--- src/rtl/mix_col_engine.sv ---
// AES MixColumns / InvMixColumns engine over a 128-bit state.
// It mixes COLS_PER_CYCLE columns per CALC cycle and uses valid/ready handshakes on both sides.
module mix_col_engine #(
    parameter int COLS_PER_CYCLE = 4
) (
    input  logic         clk,
    input  logic         rst_n,
    input  logic         in_valid,
    output logic         in_ready,
    input  logic [127:0] in_data,
    input  logic         in_inv,
    output logic         out_valid,
    input  logic         out_ready,
    output logic [127:0] out_data
);

    localparam int NCALC = 4 / COLS_PER_CYCLE;
    localparam logic [1:0] LAST_IDX = 2'(4 - COLS_PER_CYCLE);
    localparam logic [1:0] IDX_STEP = 2'(COLS_PER_CYCLE);

    if (!(COLS_PER_CYCLE == 1 || COLS_PER_CYCLE == 2 || COLS_PER_CYCLE == 4) ||
        (NCALC * COLS_PER_CYCLE != 4)) begin : g_illegal_cols
        $fatal(1, "mix_col_engine: COLS_PER_CYCLE must be 1, 2 or 4");
    end

    typedef enum logic [1:0] {IDLE, CALC, DONE} state_t;

    state_t       state;
    logic [1:0]   col_idx;
    logic         inv;
    logic [127:0] work;
    logic [127:0] next_work;

    function automatic logic [7:0] xt(input logic [7:0] b);
        return {b[6:0], 1'b0} ^ (b[7] ? 8'h1b : 8'h00);
    endfunction

    function automatic logic [31:0] mix_col(input logic [31:0] col, input logic mode_inv);
        logic [7:0]  x  [4];
        logic [7:0]  x2 [4];
        logic [7:0]  x4 [4];
        logic [7:0]  x8 [4];
        logic [1:0]  i0, i1, i2, i3;
        logic [31:0] res;
        res = '0;
        for (int unsigned r = 0; r < 4; r++) begin
            x[r]  = col[31 - 8*r -: 8];
            x2[r] = xt(x[r]);
            x4[r] = xt(x2[r]);
            x8[r] = xt(x4[r]);
        end
        for (int unsigned r = 0; r < 4; r++) begin
            i0 = 2'(r);
            i1 = i0 + 2'd1;
            i2 = i0 + 2'd2;
            i3 = i0 + 2'd3;
            if (mode_inv)
                res[31 - 8*r -: 8] = (x8[i0] ^ x4[i0] ^ x2[i0]) ^ (x8[i1] ^ x2[i1] ^ x[i1]) ^
                                     (x8[i2] ^ x4[i2] ^ x[i2])  ^ (x8[i3] ^ x[i3]);
            else
                res[31 - 8*r -: 8] = x2[i0] ^ (x2[i1] ^ x[i1]) ^ x[i2] ^ x[i3];
        end
        return res;
    endfunction

    // Each column depends only on itself, so the work register is mixed in place.
    always_comb begin
        logic [1:0] c;
        c = '0;
        next_work = work;
        for (int unsigned k = 0; k < COLS_PER_CYCLE; k++) begin
            c = col_idx + 2'(k);
            next_work[127 - 32*int'(c) -: 32] = mix_col(work[127 - 32*int'(c) -: 32], inv);
        end
    end

    always_ff @(posedge clk) begin
        if (!rst_n) begin
            state     <= IDLE;
            col_idx   <= '0;
            inv       <= 1'b0;
            work      <= '0;
            in_ready  <= 1'b1;
            out_valid <= 1'b0;
            out_data  <= '0;
        end else begin
            case (state)
                IDLE: begin
                    if (in_valid && in_ready) begin
                        work     <= in_data;
                        inv      <= in_inv;
                        col_idx  <= '0;
                        in_ready <= 1'b0;
                        state    <= CALC;
                    end
                end
                CALC: begin
                    work    <= next_work;
                    col_idx <= col_idx + IDX_STEP;
                    if (col_idx == LAST_IDX) begin
                        out_data  <= next_work;
                        out_valid <= 1'b1;
                        state     <= DONE;
                    end
                end
                DONE: begin
                    if (out_ready) begin
                        out_valid <= 1'b0;
                        in_ready  <= 1'b1;
                        state     <= IDLE;
                    end
                end
                default: begin
                    state     <= IDLE;
                    in_ready  <= 1'b1;
                    out_valid <= 1'b0;
                end
            endcase
        end
    end

endmodule
--- config.mk ---
export PLATFORM = sky130hd
export DESIGN_NAME = mix_col_engine
export DESIGN_NICKNAME = d
export VERILOG_FILES = /design/src/rtl/mix_col_engine.sv
export SDC_FILE = /design/constraint.sdc
export NUM_CORES = 1
export LEC_CHECK = 0
export ABC_AREA = 1
export BUFFER_PORTS_ARGS = -buffer_cell sky130_fd_sc_hd__buf_2
export CORE_MARGIN = 2
export CORE_UTILIZATION = 45
export CTS_CLUSTER_SIZE = 28
export DETAILED_ROUTE_END_ITERATION = 10
export GPL_ROUTABILITY_DRIVEN = 0
export SLEW_MARGIN = 30
export SYNTH_ARGS = -nofsm -noshare
export SYNTH_HDL_FRONTEND = slang
export SYNTH_SLANG_ARGS = --single-unit
export TNS_END_PERCENT = 100
--- constraint.sdc ---
create_clock -name clk -period 4.5 [get_ports clk]
set_clock_uncertainty 0.2 [all_clocks]
set_input_delay 0 -clock clk [delete_from_list [all_inputs] [get_ports clk]]
set_output_delay 0 -clock clk [all_outputs]
set_load 0.01 [all_outputs]
==> Flow_metrics.wiki, run 1 <==
{| class="wikitable"
! Metric !! Value
|-
| Overall die area || 0.0656 mm^2
|-
| Crit path kind || flop to flop
|-
| Most used flip-flop cell after synthesis || sky130_fd_sc_hd__dfxtp_1
|-
| Length of the first detailed-routing pass in iterations || 6
|-
| Wire length of the first global-routing pass || roughly 160,000 um
|-
| Area taken by flip-flops and latches || 0.00523 mm^2
|-
| Syn avg cell area || approximately 6.3 um^2
|-
| Horiz. Die Dim || 256 um
|-
| Vias in the first global route || 27,500
|-
| Area of the mapped netlist || 0.0286 mm^2
|-
| Level count of the clock H-tree || 1
|-
| Synthesized Nets || 4,697
|-
| Yosys synthesis warning count || 0
|-
| Inserted Diodes || 0
|-
| TritonCTS clock tree || done
|-
| Initial DRC count || approximately 2,700
|-
| Number of cells in the design after placement || ~5,500
|-
| Cell type with the largest total area after synthesis || sky130_fd_sc_hd__nand2_1
|-
| Critical Path, Cell by Cell || inv_1 > nand2_1 > nand2_1 > xnor2_2 > xnor2_1 > nand2_1 > nand2_1 > nand2_1 > nand3_1 > nand2_1 > nand2_1 > a21oi_1 > dlygate4sd3_1
|-
| Fin cells || 5,715
|-
| Unrepaired setup endpoints after global routing || no
|-
| Synth area leaders || sky130_fd_sc_hd__nand2_1 (21%), sky130_fd_sc_hd__dfxtp_1 (18%), sky130_fd_sc_hd__xor2_1 (18%)
|-
| Core Box Area || approximately 0.063 mm^2
|-
| Total overflow reported by the global router || 0
|-
| Fraction of post-synthesis cell area in the top cell type by area || 21.0%
|-
| Initial standard-cell utilization of the core || between 40% and 50%
|-
| Final-report setup violation count || 0
|-
| Placed wire-length estimate after detailed placement || 75,300 um
|-
| Number of core rows || between 90 and 100
|-
| Result of the run || finished clean
|-
| Post-synth EDFFs || 0
|-
| GRT Overall Usage || 30.9%
|-
| Ys async rst share || 0%
|-
| Hold violation count in the final report || 0
|-
| Part of the cycle the worst path needs || 79.5%
|-
| Mapped Cells || about 4,600
|-
| Sink Count || 261
|-
| Yosys reg bits || roughly 260
|-
| Required time at the endpoint of the critical path || just under 5 ns
|-
| Final-layout setup total negative slack || 0 ns
|-
| Number of nets at the end of the flow || ~5,000
|-
| Worst slew margin || 38.5%
|-
| Endpoint class of the critical path || flop
|-
| Leak || 16.1 nW
|-
| Multi-input gate area || ~0.021 mm^2
|-
| Achievable frequency || 280 MHz
|-
| Actual transition at the worst max-transition pin || 0.921 ns
|-
| Total I/O pin count || 263
|-
| Post-placement cell area || 0.0300 mm^2
|-
| WP data arrival || 3.90 ns
|-
| Highest cell delay on the worst timing path || 0.78 ns
|-
| Slowest CP cell || sky130_fd_sc_hd__dfxtp_1
|-
| Number of vias per cell || 5.22
|-
| Kind of start point of the critical path || flop
|-
| Crit-path max FO || 13
|-
| Post-Layout Inst Area || 0.0330 mm^2
|-
| Crit path buf inv count || 2
|-
| Largest net degree at the start of global routing || 149
|-
| Routed length per instance || 18.4 um
|-
| Worst Hold Class || input pin to flop
|-
| Vias || 29,800
|-
| Dominant delay contributor by cell family on the critical path || simple AND/OR/NAND/NOR gates
|-
| Fraction of final layout cells sized beyond drive strength 1 || between 10% and 20%
|-
| Number of design rule violations left after detail routing || 0
|-
| Number of fillers in the final layout || 6,546
|-
| Overall Power || 19.5 mW
|-
| Clock tree root driver cell || sky130_fd_sc_hd__clkbuf_16
|-
| Worst skew pair latency || 0.64 ns
|-
| Count of antenna-violating nets left after detailed routing || 0
|-
| Clock buffer depth || 3
|-
| Layout overhead on the synthesized area || 15.4%
|-
| Pwr Density || around 590 mW/mm^2
|-
| Max-slew violation total from the final report || 0
|-
| Antenna violations before repair || 0
|-
| Most common cell type on the critical path || sky130_fd_sc_hd__nand2_1
|-
| Worst-path clk slew || about 0.060 ns
|-
| Number of maximum-capacitance violations || 0
|-
| Peak VDD IR || about 0.37 mV
|-
| Clock period minus worst slack || 3.58 ns
|-
| Number of resized instances in the post-cts repair step || 0
|-
| Post-CTS Repair Setup Buffers || 0
|-
| Sequential-to-total area share from yosys stat || 18.3%
|-
| Total Wirelength || 105,000 um
|-
| Distinct cells, synth || 42
|-
| Number of input and output port buffers inserted || 262
|-
| Die Y || roughly 260 um
|-
| CTS Buf Count || 31
|}
[registers in the layout (all words and copies together), names as in the netlist]
register / flops
inv: 1
out_data: 128
state: 2
work: 128
in_ready: 1
out_valid: 1
[path summary, 6_finish.rpt]
kind / to / slack (ns) / startpoint / cells past startpoint
worst max-delay path: work[116] / 0.92 / work[119] / 13
worst min-delay path: work[106] / 0.02 / in_data[106] / 4
worst max register to register: work[116] / 0.92 / work[119] / 13
worst min register to register: out_data[7] / 0.26 / out_data[7] / 2
[report_power, final]
part / switching (mW) / total [mW] / internal [mW]
clock network: 1.10 / 2.56 / 1.46
logic: 8.39 / 13.4 / 5.06
registers: 0.812 / 3.47 / 2.66
[timing repair]
item,CTS,global route
hold buffers,201,0
endpoints found under the hold margin,133,0
setup endpoints to repair,0,0
[routing by layer]
layer | vias up | global-route usage, % | part of all wire (%)
met5 | - | 0 | 0
met3 | 203 | 3.82 | 7.7
met1 | 13700 | 42.7 | 44
met4 | 0 | 9.44 | 3.2
li1 | 14700 | - | -
met2 | 1202 | 50.3 | 45
[cell type report]
cell class / instances / share of cell area (%)
Tap cell: 846 / 3.21
Clock buffer: 41 / 2.52
Multi-Input combinational cell: 3680 / 62.7
Inverter: 376 / 4.33
Timing Repair Buffer: 497 / 11.0
Sequential cell: 261 / 15.8
Clock inverter: 14 / 0.481
[stage by stage]
step / worst slack (ns) / hold slack [ns] / utilization [%]
after CTS: 0.996 / 0.0128 / 52.4
after floorplan: 2.51 / -0.00624 / -
after global routing: 0.705 / 0.0534 / 52.4
after global placement: 1.55 / 0.0982 / 47.7
final: 0.924 / 0.0214 / 52.4
after detailed placement: 1.49 / 0.100 / 47.7
[worst register-to-register path, cell delays in order (launching register included)]
cell and delay, ns:
sky130_fd_sc_hd__dfxtp_1 0.78, sky130_fd_sc_hd__inv_1 0.21, sky130_fd_sc_hd__nand2_1 0.11, sky130_fd_sc_hd__nand2_1 0.46
sky130_fd_sc_hd__xnor2_2 0.35, sky130_fd_sc_hd__xnor2_1 0.24, sky130_fd_sc_hd__nand2_1 0.07, sky130_fd_sc_hd__nand2_1 0.07
sky130_fd_sc_hd__nand2_1 0.05, sky130_fd_sc_hd__nand3_1 0.14, sky130_fd_sc_hd__nand2_1 0.07, sky130_fd_sc_hd__nand2_1 0.08
sky130_fd_sc_hd__a21oi_1 0.08, sky130_fd_sc_hd__dlygate4sd3_1 0.55
[logic make-up (layout without fill, tap and decap cells)]
kind of cell / after synthesis / after routing / share of synthesized area [%]
xor gates and xnor gates: 944 / 944 / 30.6
AOI/OAI and AO/OA: 685 / 685 / 12.2
buffers and inverters: 623 / 928 / 9.55
DFF: 261 / 261 / 18.3
and+or+nand+nor: 2051 / 2051 / 29.4
[cell usage after synthesis (27+ instances only)]
master                     number
sky130_fd_sc_hd__inv_1        326
sky130_fd_sc_hd__xor2_1       590
sky130_fd_sc_hd__clkbuf_1     100
sky130_fd_sc_hd__nand3_1      233
sky130_fd_sc_hd__nor2_1        80
sky130_fd_sc_hd__o21ai_0      346
sky130_fd_sc_hd__nand2_2       51
sky130_fd_sc_hd__a21oi_1      311
sky130_fd_sc_hd__inv_2         41
sky130_fd_sc_hd__or2_2         27
sky130_fd_sc_hd__buf_2         64
sky130_fd_sc_hd__buf_4         51
sky130_fd_sc_hd__dfxtp_1      261
sky130_fd_sc_hd__nand2_1     1601
sky130_fd_sc_hd__xor2_2        27
sky130_fd_sc_hd__xnor2_1      305
[layout by cell type (no fill, tap or decap), types with 4 or more instances in the layout]
master and n:
sky130_fd_sc_hd__o22ai_1 4, sky130_fd_sc_hd__xor2_1 590, sky130_fd_sc_hd__dlygate4sd3_1 201, sky130_fd_sc_hd__inv_2 40
sky130_fd_sc_hd__o21bai_1 7, sky130_fd_sc_hd__dfxtp_1 259, sky130_fd_sc_hd__clkbuf_16 31, sky130_fd_sc_hd__buf_4 32
sky130_fd_sc_hd__or2_2 27, sky130_fd_sc_hd__inv_4 4, sky130_fd_sc_hd__clkinv_1 6, sky130_fd_sc_hd__xor2_2 27
sky130_fd_sc_hd__buf_2 261, sky130_fd_sc_hd__xnor2_2 9, sky130_fd_sc_hd__o21ai_1 5, sky130_fd_sc_hd__nor2_1 79
sky130_fd_sc_hd__nand2_4 11, sky130_fd_sc_hd__nand3b_1 20, sky130_fd_sc_hd__inv_1 325, sky130_fd_sc_hd__nand4_1 12
sky130_fd_sc_hd__o21ai_0 346, sky130_fd_sc_hd__nand2_2 51, sky130_fd_sc_hd__xnor2_4 8, sky130_fd_sc_hd__nand3_1 232
sky130_fd_sc_hd__a21o_1 8, sky130_fd_sc_hd__nand2_1 1600, sky130_fd_sc_hd__clkbuf_1 8, sky130_fd_sc_hd__a21oi_1 311
sky130_fd_sc_hd__or2_1 10, sky130_fd_sc_hd__clkinv_2 7, sky130_fd_sc_hd__xnor2_1 305
Note: power is estimated with default switching activity, not from simulation.
==> run 2, diff against run 1 <==
- clock period: 4.5 -> 3.6 ns (I/O delays scaled with it)
==> Flow_metrics.wiki, run 2 (same netlist as run 1, synthesis figures left out) <==
{| class="wikitable"
! Metric !! Value
|-
| Max-slew violation total from the final report || 0 (unchanged)
|-
| Most frequent standard cell in the layout excluding fill and tap cells || sky130_fd_sc_hd__nand2_1
|-
| Dominant delay contributor by cell family on the critical path || buffers and inverters
|-
| Clock period minus worst slack || 3.45 ns (-0.123 ns)
|-
| Worst setup path startpoint || work[127]
|-
| Worst slew margin || 38.0% (-0.46 points)
|-
| Worst-path clk slew || 0.07 ns (about the same)
|-
| Post-place setup slack || 0.653 ns (-0.835 ns)
|-
| Slowest CP cell || sky130_fd_sc_hd__dfxtp_1
|-
| Most frequent cells in the layout || sky130_fd_sc_hd__nand2_1 (1,600), sky130_fd_sc_hd__xor2_1 (590), sky130_fd_sc_hd__o21ai_0 (346)
|-
| GRT Overall Usage || 31.5% (+0.58 points)
|-
| Crit path buf inv count || 3 (+1)
|-
| Level count of the clock H-tree || 1 (unchanged)
|-
| Antenna violations before repair || 2 (+2)
|-
| TritonCTS clock tree || done
|-
| Met1 routing resource usage after global routing || 42.6% (-0.076 points)
|-
| Part of the cycle the worst path needs || 95.9% (+16 points)
|-
| Peak VDD IR || 0.473 mV (+29%)
|-
| Worst hold slack after final layout || 0.0400 ns (+0.0186 ns)
|-
| Pwr Density || 732 mW/mm^2 (+24%)
|-
| Post-layout util || 52.8% (+0.38 points)
|-
| Number of vias per cell || 5.19 (-0.60%)
|-
| Total I/O pin count || 263 (unchanged)
|-
| Hold violation count in the final report || 0 (unchanged)
|-
| Worst skew pair latency || 0.62 ns (-0.02 ns)
|-
| Fraction of final layout cells sized beyond drive strength 1 || 12.0% (+1.1 points)
|-
| Total Wirelength || 107,000 um (+1.8%)
|-
| Post-placement cell area || 0.0305 mm^2 (+1.6%)
|-
| Worst Hold Class || input pin to flop
|-
| Initial DRC count || 2,748 (+3.0%)
|-
| Actual transition at the worst max-transition pin || 0.929 ns (+0.00822 ns)
|-
| Wire length of the first global-routing pass || 164,000 um (+1.4%)
|-
| WP data arrival || 3.81 ns (-0.09 ns)
|-
| Clock buffer depth || 3 (unchanged)
|-
| Routed length per instance || 18.6 um (+1.1%)
|-
| Vias in the first global route || 27,900 (+1.4%)
|-
| Capture point of the worst reg-to-reg path || work[110]
|-
| Initial standard-cell utilization of the core || 45.5% (unchanged)
|-
| Vias || 29,800 (+0.040%)
|-
| CTS Buf Count || 31 (unchanged)
|-
| Unrepaired setup endpoints after global routing || no
|-
| Layout overhead on the synthesized area || 16.2%
|-
| Met2 global-route usage || 50.7% (+0.37 points)
|-
| Setup slack on the worst flop-to-flop path || 0.15 ns (-0.78 ns)
|-
| Post-Layout Inst Area || 0.0333 mm^2 (+0.72%)
|-
| Overall die area || 0.0656 mm^2 (unchanged)
|-
| Horiz. Die Dim || 256 um (unchanged)
|-
| Length of the first detailed-routing pass in iterations || 6 (unchanged)
|-
| Placed wire-length estimate after detailed placement || 78,200 um (+3.9%)
|-
| Final worst-path setup slack || 0.147 ns (-0.777 ns)
|-
| Required time at the endpoint of the critical path || 3.96 ns (-0.86 ns)
|-
| Endpoint class of the critical path || flop
|-
| Sink Count || 261 (unchanged)
|-
| Clock tree root driver cell || sky130_fd_sc_hd__clkbuf_16
|-
| Number of design rule violations left after detail routing || 0 (unchanged)
|-
| Core Box Area || 0.0630 mm^2 (unchanged)
|-
| Number of nets at the end of the flow || 5,019 (+0.78%)
|-
| Overall Power || 24.3 mW (+25%)
|-
| Reg-to-reg critical path startpoint || work[127]
|-
| Critical Path, Cell by Cell || inv_2 > nand2_1 > nand2_2 > xor2_2 > inv_1 > nand2_1 > nand2_1 > nand2_1 > nand2_1 > nand2_1 > nand3_1 > nand2_1 > nand2_1 > a21oi_1 > dlygate4sd3_1
|-
| Number of core rows || 92 (unchanged)
|-
| Cell count of the worst reg-to-reg path || 15 (+2)
|-
| Post-CTS Repair Setup Buffers || 0 (unchanged)
|-
| Crit-path max FO || 12 (-1)
|-
| Fin cells || 5,752 (+0.65%)
|-
| Number of cells in the design after placement || 5,518 (+1.1%)
|-
| Total overflow reported by the global router || 0 (unchanged)
|-
| Leak || 16.3 nW (+1.1%)
|-
| Inserted Diodes || 0 (unchanged)
|-
| Achievable frequency || 290 MHz (+3.6%)
|-
| Number of input and output port buffers inserted || 262 (unchanged)
|-
| Worst hold path stage count || 4 (unchanged)
|-
| Registers with the most flip-flops || out_data: 128 flops, work: 128 flops, state: 2 flops
|-
| Highest cell delay on the worst timing path || 0.76 ns (-0.02 ns)
|-
| Result of the run || finished clean
|-
| Most congested layer reported by global routing || met2
|-
| Most common cell type on the critical path || sky130_fd_sc_hd__nand2_1
|-
| Number of maximum-capacitance violations || 0 (unchanged)
|-
| Count of antenna-violating nets left after detailed routing || 0 (unchanged)
|-
| Final-report setup violation count || 0 (unchanged)
|-
| Final-layout setup total negative slack || 0 ns (unchanged)
|-
| Capturing element of the worst setup path || work[110]
|-
| Crit path kind || flop to flop
|-
| Largest net degree at the start of global routing || 144 (-3.4%)
|-
| Die Y || 256 um (unchanged)
|-
| M3 GR Usage || 4.93% (+1.1 points)
|-
| Kind of start point of the critical path || flop
|-
| Crit. path cell count || 15 (+2)
|}
[run 2: worst min path at each step]
stage	start	endpoint	slack, ns
after CTS	in_data[19]	work[19]	0.001
after global placement	in_inv	inv	0.08
after detailed placement	in_inv	inv	0.1
after global routing	in_data[119]	work[119]	0.04
final	in_data[19]	work[19]	0.04
after floorplan	in_inv	inv	-0.006
[run 2: layout make-up]
cell class                      instances  area [um^2]
Clock buffer                           45          878
Tap cell                              846         1060
Clock inverter                          8         53.8
Timing Repair Buffer                  536         3910
Inverter                              376         1430
Fill cell                            6423        29700
Sequential cell                       261         5230
Multi-Input combinational cell       3680        20700
[run 2: tightest hold or removal path, cell delays in order]
cell and delay (ns):
sky130_fd_sc_hd__dlygate4sd3_1 0.51, sky130_fd_sc_hd__buf_2 0.09, sky130_fd_sc_hd__o21ai_0 0.07, sky130_fd_sc_hd__a21oi_1 0.13
[run 2: what timing repair did]
action,4_1_cts,5_1_grt
hold buffers,181,0
resized for setup,0,3
setup endpoints to repair,0,4
endpoints found under the hold margin,170,0
[run 2: metal layers]
metal | share of wire [%] | wire, um
met1 | 43 | 46300
met2 | 44 | 47400
met3 | 8.6 | 9140
met4 | 3.8 | 4070
met5 | 0.012 | 13
[run 2: report_power, final]
part	switching, mW	internal (mW)
logic	10.8	6.44
clock network	1.35	1.67
registers	0.732	3.32
total	12.9	11.4
